<file path="src/rtl/coax_link_ctrl_pkg.sv">
// Shared definitions for the coax link controller: word widths, status codes,
// sequencer state encoding and the coax_rx error codes.
package coax_link_ctrl_pkg;

    localparam int unsigned WORD_W  = 10;
    localparam int unsigned STATS_W = 16;

    typedef logic [WORD_W-1:0] word_t;

    typedef enum logic [1:0] {
        STATUS_OK       = 2'b00,
        STATUS_TIMEOUT  = 2'b01,
        STATUS_RX_ERROR = 2'b10
    } status_e;

    typedef enum logic [2:0] {
        ST_IDLE     = 3'd0,
        ST_TX       = 3'd1,
        ST_TX_DRAIN = 3'd2,
        ST_RX_WAIT  = 3'd3,
        ST_RX       = 3'd4,
        ST_RECOVER  = 3'd5,
        ST_DONE     = 3'd6
    } state_e;

    // Error codes reported by coax_rx on crx_data while crx_error is high
    localparam word_t LOSS_OF_MID_BIT_TRANSITION_ERROR = 10'b00_0000_0001;
    localparam word_t PARITY_ERROR                     = 10'b00_0000_0010;
    localparam word_t INVALID_END_SEQUENCE_ERROR       = 10'b00_0000_0100;
    localparam word_t OVERFLOW_ERROR                   = 10'b00_0000_1000;

    // Saturating increment for the statistics counters
    function automatic logic [STATS_W-1:0] sat_inc(input logic [STATS_W-1:0] v);
        return (&v) ? v : v + STATS_W'(1);
    endfunction

endpackage

</file>
<file path="src/rtl/coax_link_timer.sv">
// Clear/enable up-counter with a terminal-count flag.
// Ports: clk, reset_n (sync, active-low), clear (restart at 0), enable (count),
//        limit (terminal value), tc_c (count == limit, combinational).
module coax_link_timer #(
    parameter int unsigned WIDTH = 10
) (
    input  logic             clk,
    input  logic             reset_n,
    input  logic             clear,
    input  logic             enable,
    input  logic [WIDTH-1:0] limit,
    output logic             tc_c
);

    logic [WIDTH-1:0] count_q;
    logic [WIDTH-1:0] count_d;

    always_comb begin
        count_d = count_q;
        if (clear) begin
            count_d = '0;
        end else if (enable) begin
            count_d = count_q + WIDTH'(1);
        end
    end

    always_ff @(posedge clk) begin
        if (!reset_n) begin
            count_q <= '0;
        end else begin
            count_q <= count_d;
        end
    end

    assign tc_c = (count_q == limit);

endmodule

</file>
<file path="src/rtl/coax_link_ctrl.sv">
// Half-duplex transaction sequencer between the host and the coax_tx/coax_rx pair.
// Streams a host command into coax_tx, enables coax_rx, forwards response words
// through a one-word buffer and reports OK / TIMEOUT / RX_ERROR with a done pulse.
// Host side : tx_valid/tx_word/tx_last/tx_ready, rsp_valid/rsp_word/rsp_ready,
//             busy, done, status, err_code.
// coax_tx   : ctx_data, ctx_load, ctx_ready, ctx_active.
// coax_rx   : crx_data, crx_data_available, crx_error, crx_active,
//             crx_read, crx_reset, crx_enable.
// Optional  : COAX_LINK_CTRL_STATS_EN adds timeout_count / error_count outputs.
module coax_link_ctrl
    import coax_link_ctrl_pkg::*;
#(
    parameter int unsigned RESPONSE_TIMEOUT = 512,
    parameter int unsigned RECOVER_CYCLES   = 2
) (
    input  logic              clk,
    input  logic              reset_n,
    input  logic              tx_valid,
    input  logic [WORD_W-1:0] tx_word,
    input  logic              tx_last,
    output logic              tx_ready,
    output logic              rsp_valid,
    output logic [WORD_W-1:0] rsp_word,
    input  logic              rsp_ready,
    output logic              busy,
    output logic              done,
    output logic [1:0]        status,
    output logic [WORD_W-1:0] err_code,
    output logic [WORD_W-1:0] ctx_data,
    output logic              ctx_load,
    input  logic              ctx_ready,
    input  logic              ctx_active,
    input  logic [WORD_W-1:0] crx_data,
    input  logic              crx_data_available,
    input  logic              crx_error,
    input  logic              crx_active,
    output logic              crx_read,
    output logic              crx_reset,
    output logic              crx_enable
`ifdef COAX_LINK_CTRL_STATS_EN
    ,
    output logic [STATS_W-1:0] timeout_count,
    output logic [STATS_W-1:0] error_count
`endif
);

    localparam int unsigned MAX_CNT = (RESPONSE_TIMEOUT > RECOVER_CYCLES) ? RESPONSE_TIMEOUT
                                                                          : RECOVER_CYCLES;
    localparam int unsigned TW = $clog2(MAX_CNT + 1);

    state_e  state_q, state_d;
    word_t   ctx_data_q, ctx_data_d;
    logic    ctx_load_q, ctx_load_d;
    logic    seen_active_q, seen_active_d;
    logic    rsp_valid_q, rsp_valid_d;
    word_t   rsp_word_q, rsp_word_d;
    logic    crx_read_q, crx_read_d;
    word_t   err_hold_q, err_hold_d;
    logic    done_q, done_d;
    status_e status_q, status_d;
    word_t   err_code_q, err_code_d;
    logic    busy_q, busy_d;
    logic    crx_enable_q, crx_enable_d;
    logic    crx_reset_q, crx_reset_d;
`ifdef COAX_LINK_CTRL_STATS_EN
    logic [STATS_W-1:0] timeout_count_q, timeout_count_d;
    logic [STATS_W-1:0] error_count_q, error_count_d;
`endif

    logic          tx_ready_c;
    logic          tx_hs;
    logic          rx_phase;
    logic          timer_tc;
    logic [TW-1:0] timer_limit;

    // Ready is a decode of registered state; held low while in reset
    assign tx_ready_c = reset_n && ((state_q == ST_IDLE) || (state_q == ST_TX))
                        && ctx_ready && !ctx_load_q;
    assign tx_hs      = tx_valid && tx_ready_c;
    assign rx_phase   = (state_q == ST_RX_WAIT) || (state_q == ST_RX);

    // One shared timer: response timeout in RX_WAIT, reset hold in RECOVER
    assign timer_limit = (state_q == ST_RECOVER) ? TW'(RECOVER_CYCLES - 1)
                                                 : TW'(RESPONSE_TIMEOUT - 1);

    coax_link_timer #(
        .WIDTH (TW)
    ) u_timer (
        .clk     (clk),
        .reset_n (reset_n),
        .clear   (state_d != state_q),
        .enable  ((state_q == ST_RX_WAIT) || (state_q == ST_RECOVER)),
        .limit   (timer_limit),
        .tc_c    (timer_tc)
    );

    // Next-state and output logic
    always_comb begin
        state_d       = state_q;
        ctx_data_d    = ctx_data_q;
        ctx_load_d    = 1'b0;
        seen_active_d = seen_active_q;
        rsp_valid_d   = rsp_valid_q;
        rsp_word_d    = rsp_word_q;
        crx_read_d    = 1'b0;
        err_hold_d    = err_hold_q;
        done_d        = 1'b0;
        status_d      = status_q;
        err_code_d    = err_code_q;

        if (tx_hs) begin
            ctx_data_d = tx_word;
            ctx_load_d = 1'b1;
        end

        if (rsp_valid_q && rsp_ready) begin
            rsp_valid_d = 1'b0;
        end

        // crx_read_q guard: coax_rx still shows the word in the cycle of the strobe
        if (rx_phase && !crx_error && crx_data_available && !rsp_valid_q && !crx_read_q) begin
            crx_read_d  = 1'b1;
            rsp_word_d  = crx_data;
            rsp_valid_d = 1'b1;
        end

        unique case (state_q)
            ST_IDLE: begin
                seen_active_d = 1'b0;
                if (tx_hs) begin
                    state_d = tx_last ? ST_TX_DRAIN : ST_TX;
                end
            end
            ST_TX: begin
                if (ctx_active) begin
                    seen_active_d = 1'b1;
                end
                if (tx_hs && tx_last) begin
                    state_d = ST_TX_DRAIN;
                end
            end
            ST_TX_DRAIN: begin
                if (ctx_active) begin
                    seen_active_d = 1'b1;
                end else if (seen_active_q && !ctx_load_q) begin
                    state_d = ST_RX_WAIT;
                end
            end
            ST_RX_WAIT: begin
                if (crx_error) begin
                    err_hold_d  = crx_data;
                    rsp_valid_d = 1'b0;
                    state_d     = ST_RECOVER;
                end else if (crx_active) begin
                    state_d = ST_RX;
                end else if (timer_tc) begin
                    state_d    = ST_DONE;
                    done_d     = 1'b1;
                    status_d   = STATUS_TIMEOUT;
                    err_code_d = '0;
                end
            end
            ST_RX: begin
                if (crx_error) begin
                    err_hold_d  = crx_data;
                    rsp_valid_d = 1'b0;
                    state_d     = ST_RECOVER;
                end else if (!crx_active && !crx_data_available && !rsp_valid_q
                             && !crx_read_q) begin
                    state_d    = ST_DONE;
                    done_d     = 1'b1;
                    status_d   = STATUS_OK;
                    err_code_d = '0;
                end
            end
            ST_RECOVER: begin
                if (timer_tc) begin
                    state_d    = ST_DONE;
                    done_d     = 1'b1;
                    status_d   = STATUS_RX_ERROR;
                    err_code_d = err_hold_q;
                end
            end
            ST_DONE: begin
                state_d = ST_IDLE;
            end
            default: begin
                state_d = ST_IDLE;
            end
        endcase

        // Error path discards any read issued in the same cycle
        if (state_d == ST_RECOVER) begin
            crx_read_d = 1'b0;
        end

        busy_d       = (state_d != ST_IDLE);
        crx_enable_d = (state_d == ST_RX_WAIT) || (state_d == ST_RX);
        crx_reset_d  = (state_d == ST_RECOVER);
    end

`ifdef COAX_LINK_CTRL_STATS_EN
    // Saturating outcome counters
    always_comb begin
        timeout_count_d = timeout_count_q;
        error_count_d   = error_count_q;
        if (done_d && (status_d == STATUS_TIMEOUT)) begin
            timeout_count_d = sat_inc(timeout_count_q);
        end
        if (done_d && (status_d == STATUS_RX_ERROR)) begin
            error_count_d = sat_inc(error_count_q);
        end
    end
`endif

    // State and output registers
    always_ff @(posedge clk) begin
        if (!reset_n) begin
            state_q       <= ST_IDLE;
            ctx_data_q    <= '0;
            ctx_load_q    <= 1'b0;
            seen_active_q <= 1'b0;
            rsp_valid_q   <= 1'b0;
            rsp_word_q    <= '0;
            crx_read_q    <= 1'b0;
            err_hold_q    <= '0;
            done_q        <= 1'b0;
            status_q      <= STATUS_OK;
            err_code_q    <= '0;
            busy_q        <= 1'b0;
            crx_enable_q  <= 1'b0;
            crx_reset_q   <= 1'b1;
`ifdef COAX_LINK_CTRL_STATS_EN
            timeout_count_q <= '0;
            error_count_q   <= '0;
`endif
        end else begin
            state_q       <= state_d;
            ctx_data_q    <= ctx_data_d;
            ctx_load_q    <= ctx_load_d;
            seen_active_q <= seen_active_d;
            rsp_valid_q   <= rsp_valid_d;
            rsp_word_q    <= rsp_word_d;
            crx_read_q    <= crx_read_d;
            err_hold_q    <= err_hold_d;
            done_q        <= done_d;
            status_q      <= status_d;
            err_code_q    <= err_code_d;
            busy_q        <= busy_d;
            crx_enable_q  <= crx_enable_d;
            crx_reset_q   <= crx_reset_d;
`ifdef COAX_LINK_CTRL_STATS_EN
            timeout_count_q <= timeout_count_d;
            error_count_q   <= error_count_d;
`endif
        end
    end

    assign tx_ready   = tx_ready_c;
    assign rsp_valid  = rsp_valid_q;
    assign rsp_word   = rsp_word_q;
    assign busy       = busy_q;
    assign done       = done_q;
    assign status     = status_q;
    assign err_code   = err_code_q;
    assign ctx_data   = ctx_data_q;
    assign ctx_load   = ctx_load_q;
    assign crx_read   = crx_read_q;
    assign crx_reset  = crx_reset_q;
    assign crx_enable = crx_enable_q;
`ifdef COAX_LINK_CTRL_STATS_EN
    assign timeout_count = timeout_count_q;
    assign error_count   = error_count_q;
`endif

endmodule

</file>
<file path="config.mk">
export PLATFORM = sky130hd
export DESIGN_NAME = coax_link_ctrl
export DESIGN_NICKNAME = d
export VERILOG_FILES = /design/src/rtl/coax_link_ctrl_pkg.sv /design/src/rtl/coax_link_timer.sv /design/src/rtl/coax_link_ctrl.sv
export SDC_FILE = /design/constraint.sdc
export NUM_CORES = 1
export LEC_CHECK = 0
export ABC_AREA = 1
export CAP_MARGIN = 20
export CORE_MARGIN = 2
export CORE_UTILIZATION = 43
export CTS_CLUSTER_SIZE = 25
export DETAILED_ROUTE_END_ITERATION = 6
export GPL_ROUTABILITY_DRIVEN = 0
export PLACE_DENSITY = 0.86
export SLEW_MARGIN = 5
export SYNTH_ARGS = -nofsm -noshare
export SYNTH_HDL_FRONTEND = slang
export SYNTH_SLANG_ARGS = --single-unit
</file>
<file path="constraint.sdc">
create_clock -name clk -period 1.7 [get_ports clk]
set_clock_uncertainty 0.2 [all_clocks]
set_input_delay 0.34 -clock clk [delete_from_list [all_inputs] [get_ports clk]]
set_output_delay 0.34 -clock clk [all_outputs]
set_load 0.02 [all_outputs]
</file>
==> run_results.csv, run 1 <==
group,metric,value,unit
synth,synth_top_family_by_area,"simple AND/OR/NAND/NOR gates",
synth,synth.most_common_cell,"nand2_1",
synth,synth.largest_area_cell,"dfxtp_1",
place,io_buffers,69,
pwr,clkPwrFrac,40.3,%
routing,dr_total_vias,2819,
final_layout,antennaDiodeCount,0,
timing,grt_setup_unrepaired,"yes",
timing,fin_crit,1.947,ns
die,fp.dieH,81.84,microns
pwr,power.leakage,0.001850,uW
clocking,tritoncts,"built",
worst_setup_path,worstPathMaxFanout,5,
die,coreArea,5886,sq um
synth,yosysUniqueCellTypes,27,
synth,synth_common_cells,"nand2_1 (87), nor2_1 (76), dfxtp_1 (63), a21oi_1 (29), inv_1 (25)",
timing,tightest_slew,0.3601,ns
routing,wl_per_cell,13.24,microns
worst_setup_path,criticalPathCategory,"reg2reg",
pwr,p_switching,738.7,uW
synth,synth-edff-count,0,
flow_run,max_cap_violations,0,
die,initial_utilization,44.26,%
final_layout,syn2layout_area_growth,57.49,%
timing,finalWorstSetupSlack,-0.2467,ns
clocking,clk_pin_slew,0.07,ns
routing,firstDrtPassIters,4,
synth,syn_inst,363,
pwr,cell_internal_pwr,2378,uW
synth,synth_compound_area_share,11.10,%
clocking,htreeDepth,3,
synth,synth_area_leaders,"dfxtp_1 (48%), nand2_1 (13%), nor2_1 (11%)",
place,hpwl,5.228,mm
worst_setup_path,path_common_cell,"nand2_1",
timing,maxSlewViolCount,0,
final_layout,final_layout_size_suffix_gt1_share,24.95,%
routing,initialDrtViolationCount,110,
synth,synth.net_count,394,
routing,wl,7.573,mm
outcome,status,"complete, but fails checks",
global_routing,grt_overflow_total,0,
timing,relSlewSlack,75.74,%
routing,drc,0,
timing,hold_viol,0,
timing,finalSetupViolCount,31,
synth,synth-seq-cells,63,
global_routing,grt_usage,23.59,%
clocking,clock-root-buffer,"clkbuf_8",
die,placementRows,28,
synth,async_flop_share,0,%
synth,synth_fa_ha_area_share,0.4803,%
synth,synth_top_area_share,48.41,%
pwr,power_frac_comb,11.4,%
routing,ant_nets,0,
global_routing,grt_pass1_wl,11.89,mm
pwr,power_density,759.6,nW/um^2
global_routing,antenna_found_initial,0,
clocking,cts_buffers,9,
worst_setup_path,cp_slowest_cell,"dfxtp_1",
hold_path,hp-class,"reg2reg",
place,dpl_cell_area,3765,sq um
pwr,power.total,3116,uW
synth,yosys.area_share.simple,31.56,%
clocking,clock-sinks,63,
worst_setup_path,cp-end-kind,"flip-flop",
timing,max_freq,513.7,MHz
timing,post-route-period-util,114.5,%
synth,synthMuxAreaShare,0,%
die,die-width,81.84,microns
worst_setup_path,critPathMaxStageDelay,0.37,ns
synth,synth.yosys.seq_area_share,48.41,%
clocking,clk_path_buf_depth,2,
final_layout,fin_nets,524,
worst_setup_path,required,1.76,ns
synth,synth_warnings,0,
pwr,seq_power_share,48.3,%
pwr,peakVddDrop,0.7116,mV
die,dieArea,6697,sq um
synth,synthXorXnorAreaFrac,2.354,%
synth,syn_avg_cell_area,7.176,sq um
outcome,violations,"setup timing",
worst_setup_path,startpoint_type,"flip-flop",
global_routing,grt_pass1_vias,2755,
die,ios,70,
synth,synth-main-ff-cell,"dfxtp_1",
final_layout,final_design_area_no_fill,4103,sq um
global_routing,grt_start_max_net_pins,25,
worst_setup_path,path_cells,"inv_1, nand2_1, nor2_2, nand3_1, nand2_2, nand3_4, nand2_1, nand2_1, nand3_1, nor2_4, nand3_4, nor2_1",
pwr,netSwitchingFraction,23.70,%
routing,via_per_inst,4.928,
worst_setup_path,cp.arrival,2.01,ns
clocking,clk_latency,0.33,ns
synth,syn_area,2605,sq um
==> sequential cells by signal, summed over array words and instances, names as in the netlist <==
register / flops
done: 1
crx_read: 1
err_code: 10
status: 2
crx_enable: 1
u_timer.count_q: 10
err_hold_q: 10
rsp_word: 10
ctx_load: 1
ctx_data: 10
crx_reset: 1
busy: 1
rsp_valid: 1
seen_active_q: 1
state_q: 3
==> power groups by stage <==
stage	combinational [uW]	sequential, uW	clock [uW]
6_report	356	1510	1250
5_1_grt	384	1510	1330
4_1_cts	333	1510	1280
3_5_place_dp	307	1540	0
3_3_place_gp	301	1540	0
2_1_floorplan	113	1560	0
==> cell type report <==
| type | count | area [sq um] |
|---|---|---|
| Fill cell | 486 | 1783 |
| Sequential cell | 63 | 1271 |
| Clock inverter | 3 | 43.79 |
| Clock buffer | 12 | 145.1 |
| Inverter | 31 | 118.9 |
| Tap cell | 75 | 93.84 |
| Timing Repair Buffer | 129 | 1116 |
| Multi-Input combinational cell | 259 | 1314 |
==> critical path, delay by kind of cell (launching register included) <==
kind                   cells  cell delay [ns]
buffers and inverters      1             0.10
DFF                        1             0.37
and+or+nand+nor           11             1.19
==> kinds of logic (layout without fill, tap and decap cells) <==
family                     after synthesis  count (layout)
DFF                                     63              63
xor gates and xnor gates                 7               7
adders and majority gates                1               1
buffers and inverters                   42             175
and+or+nand+nor                        195             196
AOI/OAI and AO/OA                       55              55
==> placed cells by master (no fill, tap or decap), types with 5 or more instances in the layout <==
cell,synthesis,routed
nand2_1,87,80
nor2_1,76,65
buf_4,0,58
dfxtp_1,63,57
dlygate4sd2_1,0,41
a21oi_1,29,28
clkdlybuf4s50_1,0,27
o21ai_0,23,23
inv_1,25,21
nand3_1,13,11
clkbuf_8,0,10
nor2_2,1,9
inv_2,5,8
nand2_2,3,8
xor2_1,6,6
dfxtp_2,0,5
==> what timing repair did <==
| item | CTS | global route |
|---|---|---|
| hold buffers | 0 | 0 |
| gates cloned | 1 | 0 |
| setup endpoints to repair | 88 | 61 |
| pin swaps | 13 | 7 |
| gates resized for setup | 69 | 19 |
| buffers inserted | 5 | 3 |
==> worst paths after layout <==
kind / from / end / slack, ns / depth (start not counted)
max: u_timer.count_q[7]$_SDFFE_PP0P_ / u_timer.count_q[8]$_SDFFE_PP0P_ / -0.25 / 12
min: status[0]$_SDFFE_PN0P_ / status[0]$_SDFFE_PN0P_ / 0.24 / 2
max reg2reg: u_timer.count_q[7]$_SDFFE_PP0P_ / u_timer.count_q[8]$_SDFFE_PP0P_ / -0.25 / 12
min reg2reg: status[0]$_SDFFE_PN0P_ / status[0]$_SDFFE_PN0P_ / 0.24 / 2
==> through the flow <==
step / setup TNS, ns / setup WS (ns) / std cells / hold slack (ns) / util (%)
after CTS: -2.588 / -0.1795 / 569 / 0.2483 / 68.35
final: -4.068 / -0.2467 / 572 / 0.2437 / 69.71
after global routing: -9.357 / -0.3283 / 572 / 0.2762 / 69.71
after detailed placement: -20.49 / -0.6816 / 548 / 0.2433 / 63.97
after floorplan: 0 / 0.01853 / 363 / 0.2292 / -
after global placement: -17.44 / -0.5312 / 548 / 0.2415 / 63.97
==> per-layer routing <==
| metal | GRT usage [%] | vias up | routed length (microns) |
|---|---|---|---|
| met3 | 8.242 | 19 | 531 |
| met4 | 9.500 | 0 | 177 |
| met5 | 0 | - | 0 |
| li1 | - | 1407 | - |
| met1 | 23.85 | 1289 | 2882 |
| met2 | 43.82 | 104 | 3981 |
Power figures use the tool's default switching activity.
==> run 2: changes to the inputs <==
--- a/config.mk
+++ b/config.mk
@@ -5,7 +5,6 @@
 export SDC_FILE = /design/constraint.sdc
 export NUM_CORES = 1
 export LEC_CHECK = 0
-export ABC_AREA = 1
 export CAP_MARGIN = 20
 export CORE_MARGIN = 2
 export CORE_UTILIZATION = 43
==> run_results.csv, run 2 <==
group,metric,value,unit
synth,synth-seq-cells,63,
synth,syn_inst,280,
die,ios,70,
synth,synth_top_family_by_area,"simple AND/OR/NAND/NOR gates",
synth,syn_area,2656,sq um
worst_setup_path,path_cells,"or2_4, nor3_2, nand2_1, inv_2, o211a_4, o311ai_4, buf_6, a211oi_2",
synth,synth-main-ff-cell,"dfxtp_1",
timing,tightest_slew,0.4212,ns
routing,ant_nets,0,
outcome,violations,"setup timing",
timing,grt_setup_unrepaired,"yes",
final_layout,n_fill_cell,314,
worst_setup_path,worstPathMaxFanout,6,
timing,max_freq,465.5,MHz
synth,synth_top_area_share,47.48,%
final_layout,antennaDiodeCount,0,
worst_setup_path,cp-end-kind,"flip-flop",
synth,async_flop_share,0,%
timing,hold_ws,0.2209,ns
worst_setup_path,path_buf_inv,2,
global_routing,grt.met2_usage,46.94,%
final_layout,syn2layout_area_growth,76.73,%
pwr,peakVddDrop,0.7130,mV
worst_setup_path,criticalPathCategory,"reg2reg",
final_layout,multi_input_area,1704,sq um
synth,synthXorXnorAreaFrac,3.297,%
synth,synth-edff-count,0,
timing,finalSetupViolCount,58,
global_routing,antenna_found_initial,0,
synth,yosysUniqueCellTypes,59,
synth,synth.yosys.seq_area_share,47.48,%
die,fp.dieH,82.60,microns
die,dieArea,6822,sq um
routing,firstDrtPassIters,4,
final_layout,fin_nets,457,
timing,post-route-period-util,126.4,%
clocking,clk_latency,0.35,ns
routing,wl_per_cell,20.41,microns
clocking,clock-sinks,63,
synth,yosys.area_share.simple,19.50,%
final_layout,final_common_cell,"buf_4",
die,placementRows,28,
worst_setup_path,required,1.75,ns
pwr,power.total,3375,uW
flow_run,max_cap_violations,0,
place,io_buffers,69,
worst_setup_path,cp.arrival,2.20,ns
global_routing,grt_pass1_vias,2760,
die,die-width,82.60,microns
global_routing,grt_usage,26.85,%
synth,synth_warnings,0,
synth,synth_compound_area_share,17.33,%
worst_setup_path,critPathMaxStageDelay,0.33,ns
clocking,clock-root-buffer,"clkbuf_8",
routing,via_per_inst,5.771,
final_layout,utilization,78.82,%
synth,synth.net_count,311,
synth,syn_avg_cell_area,9.487,sq um
timing,fin_crit,2.148,ns
clocking,cts_buffers,9,
synth,synth.most_common_cell,"dfxtp_1",
hold_path,hp-class,"in2reg",
worst_setup_path,path_delay_family,"simple AND/OR/NAND/NOR gates",
clocking,htreeDepth,3,
worst_setup_path,cp_slowest_cell,"dfxtp_2",
die,coreArea,5956,sq um
outcome,status,"complete, but fails checks",
synth,synth_area_leaders,"dfxtp_1 (47%), mux2i_1 (7.9%), nor2_1 (4.5%)",
global_routing,grt_overflow_total,0,
pwr,power_density,718.9,nW/um^2
global_routing,grt_pass1_wl,13.48,mm
final_layout,final_layout_size_suffix_gt1_share,38.98,%
final_layout,seq_area,1276,sq um
global_routing,grt_use_met3,7.283,%
place,hpwl,5.373,mm
timing,finalWorstSetupSlack,-0.4485,ns
clocking,clk_pin_slew,0.07,ns
global_routing,grt_start_max_net_pins,32,
clocking,tritoncts,"built",
clocking,clk_path_buf_depth,2,
synth,synthMuxAreaShare,7.913,%
final_layout,final_cell_mix,"buf_4 (57), dfxtp_1 (55), dlygate4sd2_1 (38), nor2_1 (29), nand2_1 (28)",
synth,synth_common_cells,"dfxtp_1 (63), nor2_1 (32), nand2_1 (28), mux2i_1 (21), a21oi_1 (13)",
routing,drc,0,
synth,synth.largest_area_cell,"dfxtp_1",
global_routing,use_met1,30.55,%
worst_setup_path,startpoint_type,"flip-flop",
timing,hold_viol,0,
routing,initialDrtViolationCount,174,
timing,maxSlewViolCount,0,
synth,synth_fa_ha_area_share,0.4710,%
pwr,power.leakage,0.002138,uW
timing,relSlewSlack,71.56,%
routing,dr_total_vias,2920,
die,initial_utilization,44.60,%
routing,wl,10.33,mm
global_routing,top_usage_layer,"met2",
[run 2: cell count changes after synthesis, sizes merged, moves of 4 or more]
cell	before	now
nor2	78	32
o21ai	23	6
a22o	0	10
nand3	16	2
a211oi	0	10
inv	30	7
xnor2	1	5
and3	0	5
nand2	91	28
buf	1	8
mux2i	0	21
nor4	0	4
a21oi	30	13
[run 2: logic make-up (layout without fill, tap and decap cells)]
kind of cell | after synthesis | in the layout
and+or+nand+nor | 101 | 102
adders and majority gates | 1 | 1
buffers and inverters | 24 | 172
xor gates and xnor gates | 10 | 10
AOI/OAI and AO/OA | 60 | 62
muxes | 21 | 21
DFF | 63 | 63
[run 2: tightest hold or removal path: cells and delay by family]
| family | cells | cell delay [ns] |
|---|---|---|
| compound gates | 1 | 0.08 |
| buf+inv | 2 | 0.23 |
| simple gates | 1 | 0.09 |
[run 2: timing repair]
action | in CTS | in global routing
gates resized for setup | 112 | 42
setup buffers | 11 | 9
endpoints found under the setup margin | 91 | 65
hold buffers | 0 | 0
gates cloned | 4 | 2
pin swaps | 37 | 23
endpoints found under the hold margin | 0 | 0
[run 2: layer usage]
metal	up-vias	wire, microns
met3	51	705
li1	1307	-
met2	141	5215
met1	1421	3913
met4	0	495
met5	-	0
[run 2: stage by stage]
stage / cells / setup TNS (ns) / area, sq um / worst slack [ns]
floorplan: 280 / -9.193 / 2708 / -0.3388
global placement: 471 / -25.81 / 3874 / -0.7206
detailed placement: 471 / -28.06 / 3874 / -0.7894
finish: 506 / -14.10 / 4695 / -0.4485
CTS: 497 / -9.794 / 4461 / -0.3853
global route: 506 / -17.61 / 4695 / -0.5333
[run 2: final timing paths]
check,startpoint,endpoint,slack (ns),cells past startpoint
hold reg to reg,ctx_data[1]$_SDFFE_PN0N_,ctx_data[1]$_SDFFE_PN0N_,0.25,2
setup / recovery,state_q[2]$_SDFF_PN0_,u_timer.count_q[9]$_SDFFE_PP0P_,-0.45,8
hold / removal,ctx_active,seen_active_q$_SDFFE_PN0P_,0.22,4
setup reg to reg,state_q[2]$_SDFF_PN0_,u_timer.count_q[9]$_SDFFE_PP0P_,-0.45,8
[run 2: final cells by class]
cell class	instances	share of cell area, %
clock buffers	10	2.932
clock inverters	6	1.972
inverters	8	0.6397
multi-input cells	196	36.30
flip-flops and latches	63	27.19
well taps	75	1.999
repair buffers	148	28.97
[run 2: power by group]
part | internal, uW | switching, uW
Combinational | 170 | 194
Sequential | 1490 | 11.1
Clock | 872 | 638
==> patch (flow settings as in run 1) <==
Set the parameter `RESPONSE_TIMEOUT` to 256 (it was 512).
--- a/src/rtl/coax_link_ctrl.sv
+++ b/src/rtl/coax_link_ctrl.sv
@@ -10,7 +10,7 @@
 module coax_link_ctrl
     import coax_link_ctrl_pkg::*;
 #(
-    parameter int unsigned RESPONSE_TIMEOUT = 512,
+    parameter int unsigned RESPONSE_TIMEOUT = 256,
     parameter int unsigned RECOVER_CYCLES   = 2
 ) (
     input  logic              clk,
Check against the original RTL: same outputs for any inputs over 10 cycles, from zero or initial values and one cycle with reset_n low; that may be too few to reach the edited logic, so the function may still have changed.
==> patch against run 1 <==
- the flow still finishes with violations (setup timing)
- sequential cell count shrank 1
- total power grew 5.6%
- area after synthesis grew 4.9%
- worst hold slack gained 0.029 ns
- first-iteration DRC count grew 28%
- maximum frequency grew 3.6%
- design area grew 8.9%
- setup slack gained 0.068 ns
- routed wire length grew 15%
- critical path type unchanged
- largest cell class unchanged
- largest power group unchanged
- highest routed layer unchanged
==> patch: results (changes against run 1) <==
* Share of layout cells above drive strength 1 at 38.6% (was 24.9%)
* WL met1 at 3.59 mm (was 2.88 mm)
* Hold path depth at 2 (unchanged)
* Largest net degree at the start of global routing at 38 (was 25)
* Post-Syn Instances at 348 (was 363)
* Max FO, Critical Path at 4 (was 5)
* DP Cell Count at 527 (was 548)
* Post-synthesis sequential area ratio at 45.4% (was 48.4%)
* Worst hold-check path type: reg -> reg (unchanged)
* # resized after CTS at 101 (was 69)
* Smallest hold slack at 0.272 ns (was 0.244 ns)
* Worst Hold Path EP: status[1] (was status[0])
* Vias in the first global route at 2895 (was 2755)
* Final WL at 8.70 mm (was 7.57 mm)
* I/O Buffers at 69 (unchanged)
* Area after DPL at 3830 um^2 (was 3760 um^2)
* Top post-synthesis cells by area: dfxtp_1, nor2_1, nand2_1, o21ai_0, nand2_2 (was dfxtp_1, nand2_1, nor2_1, a21oi_1, o21ai_0)
* # nets final at 508 (was 524)
* Maximum VDD drop at 0.000664 V (was 0.000712 V)
* Net switching power at 0.828 mW (was 0.739 mW)
* Post-DR wirelength/cell at 15.6 um (was 13.2 um)
* Final setup margin at -0.179 ns (was -0.247 ns)
* Beginning of the critical path: u_timer.count_q[6] (was u_timer.count_q[7])
* Pre-antenna DRT Iters at 4 (unchanged)
* Post-CTS setup repair buffer count at 10 (was 5)
* Routed wl met2 at 4.49 mm (was 3.98 mm)
* Leak at 2.06 nW (was 1.85 nW)
* Syn. warnings at 0 (unchanged)
* Power Total at 3.29 mW (was 3.12 mW)
* Worst Reg-to-Reg Cells at 11 (was 12)
* Failing checks: setup timing (unchanged)
* Critical Path Sink: u_timer.count_q[7] (was u_timer.count_q[8])
* Met3 wire length at 388 um (was 531 um)
* Post-Synth Adder-Cell Area at 0.458% (was 0.480%)
* Outcome: finished with violations (unchanged)
* Met2 Use GR at 43.2% (was 43.8%)
* Reg2reg start: u_timer.count_q[6] (was u_timer.count_q[7])
* Total track usage at 24.5% (was 23.6%)
* Logic pwr share at 10.7% (was 11.4%)
* First-pass GRT wire length at 13.8 mm (was 11.9 mm)
* Xor/xnor share of the synthesized area at 2.24% (was 2.35%)
* Crit path DAT at 1.95 ns (was 2.01 ns)
* Drt initial violations at 141 (was 110)
* Max-slew headroom at 71.3% (was 75.7%)
* M3 GR Usage at 4.95% (was 8.24%)
* Htree depth at 3 (unchanged)
* Unique masters post-synth at 34 (was 27)
* Detailed-placement wirelength estimate at 5.15 mm (was 5.23 mm)
* Reg clk slew, reported paths at 0.08 ns
* Worst min-delay path startpoint: status[1] (was status[0])
* Pre-CTS WS at -0.556 ns (was -0.682 ns)
* Drt via density at 5.15 (was 4.93)
* Filler Cell Count at 428 (was 486)
* Setup TNS at -3.51 ns (was -4.07 ns)
* GRT met1 Usage at 28.3% (was 23.8%)
* Synth Area in Compound Gates at 12.9% (was 11.1%)
* Final Setup Violations at 28 (was 31)
* Commonest cells post-synth: nor2_1, dfxtp_1, nand2_1 (was nand2_1, nor2_1, dfxtp_1)
* Syn nets at 379 (was 394)
patch: changes by cell type after synthesis, sizes merged, moves of 2 or more:
cell	before	now
nand4	3	5
clkbuf	10	8
xor2	6	4
nor3	6	2
nor2	78	99
inv	30	27
nand2	91	63
xnor2	1	3
o21ai	23	36
a21oi	30	19
buf	1	3
nand3	16	10
patch: area by class of cell:
class,instances,area (um^2),share of cell area (%)
Multi-Input combinational cell,247,1580,35.5
Sequential cell,62,1270,28.4
Timing Repair Buffer,128,1180,26.4
Clock buffer,9,124,2.77
Inverter,29,120,2.69
Tap cell,77,96.3,2.16
Clock inverter,7,95.1,2.13
patch: worst max-delay path, stage by stage (launching register included):
cell	delay, ns
dfxtp_4	0.37
nor2_1	0.16
nand2_2	0.11
o21ai_4	0.16
nand2_1	0.07
nand2_1	0.09
nand2_2	0.07
nor2_4	0.17
nand2_4	0.09
nand2_4	0.11
nand2_4	0.08
nor2_2	0.11
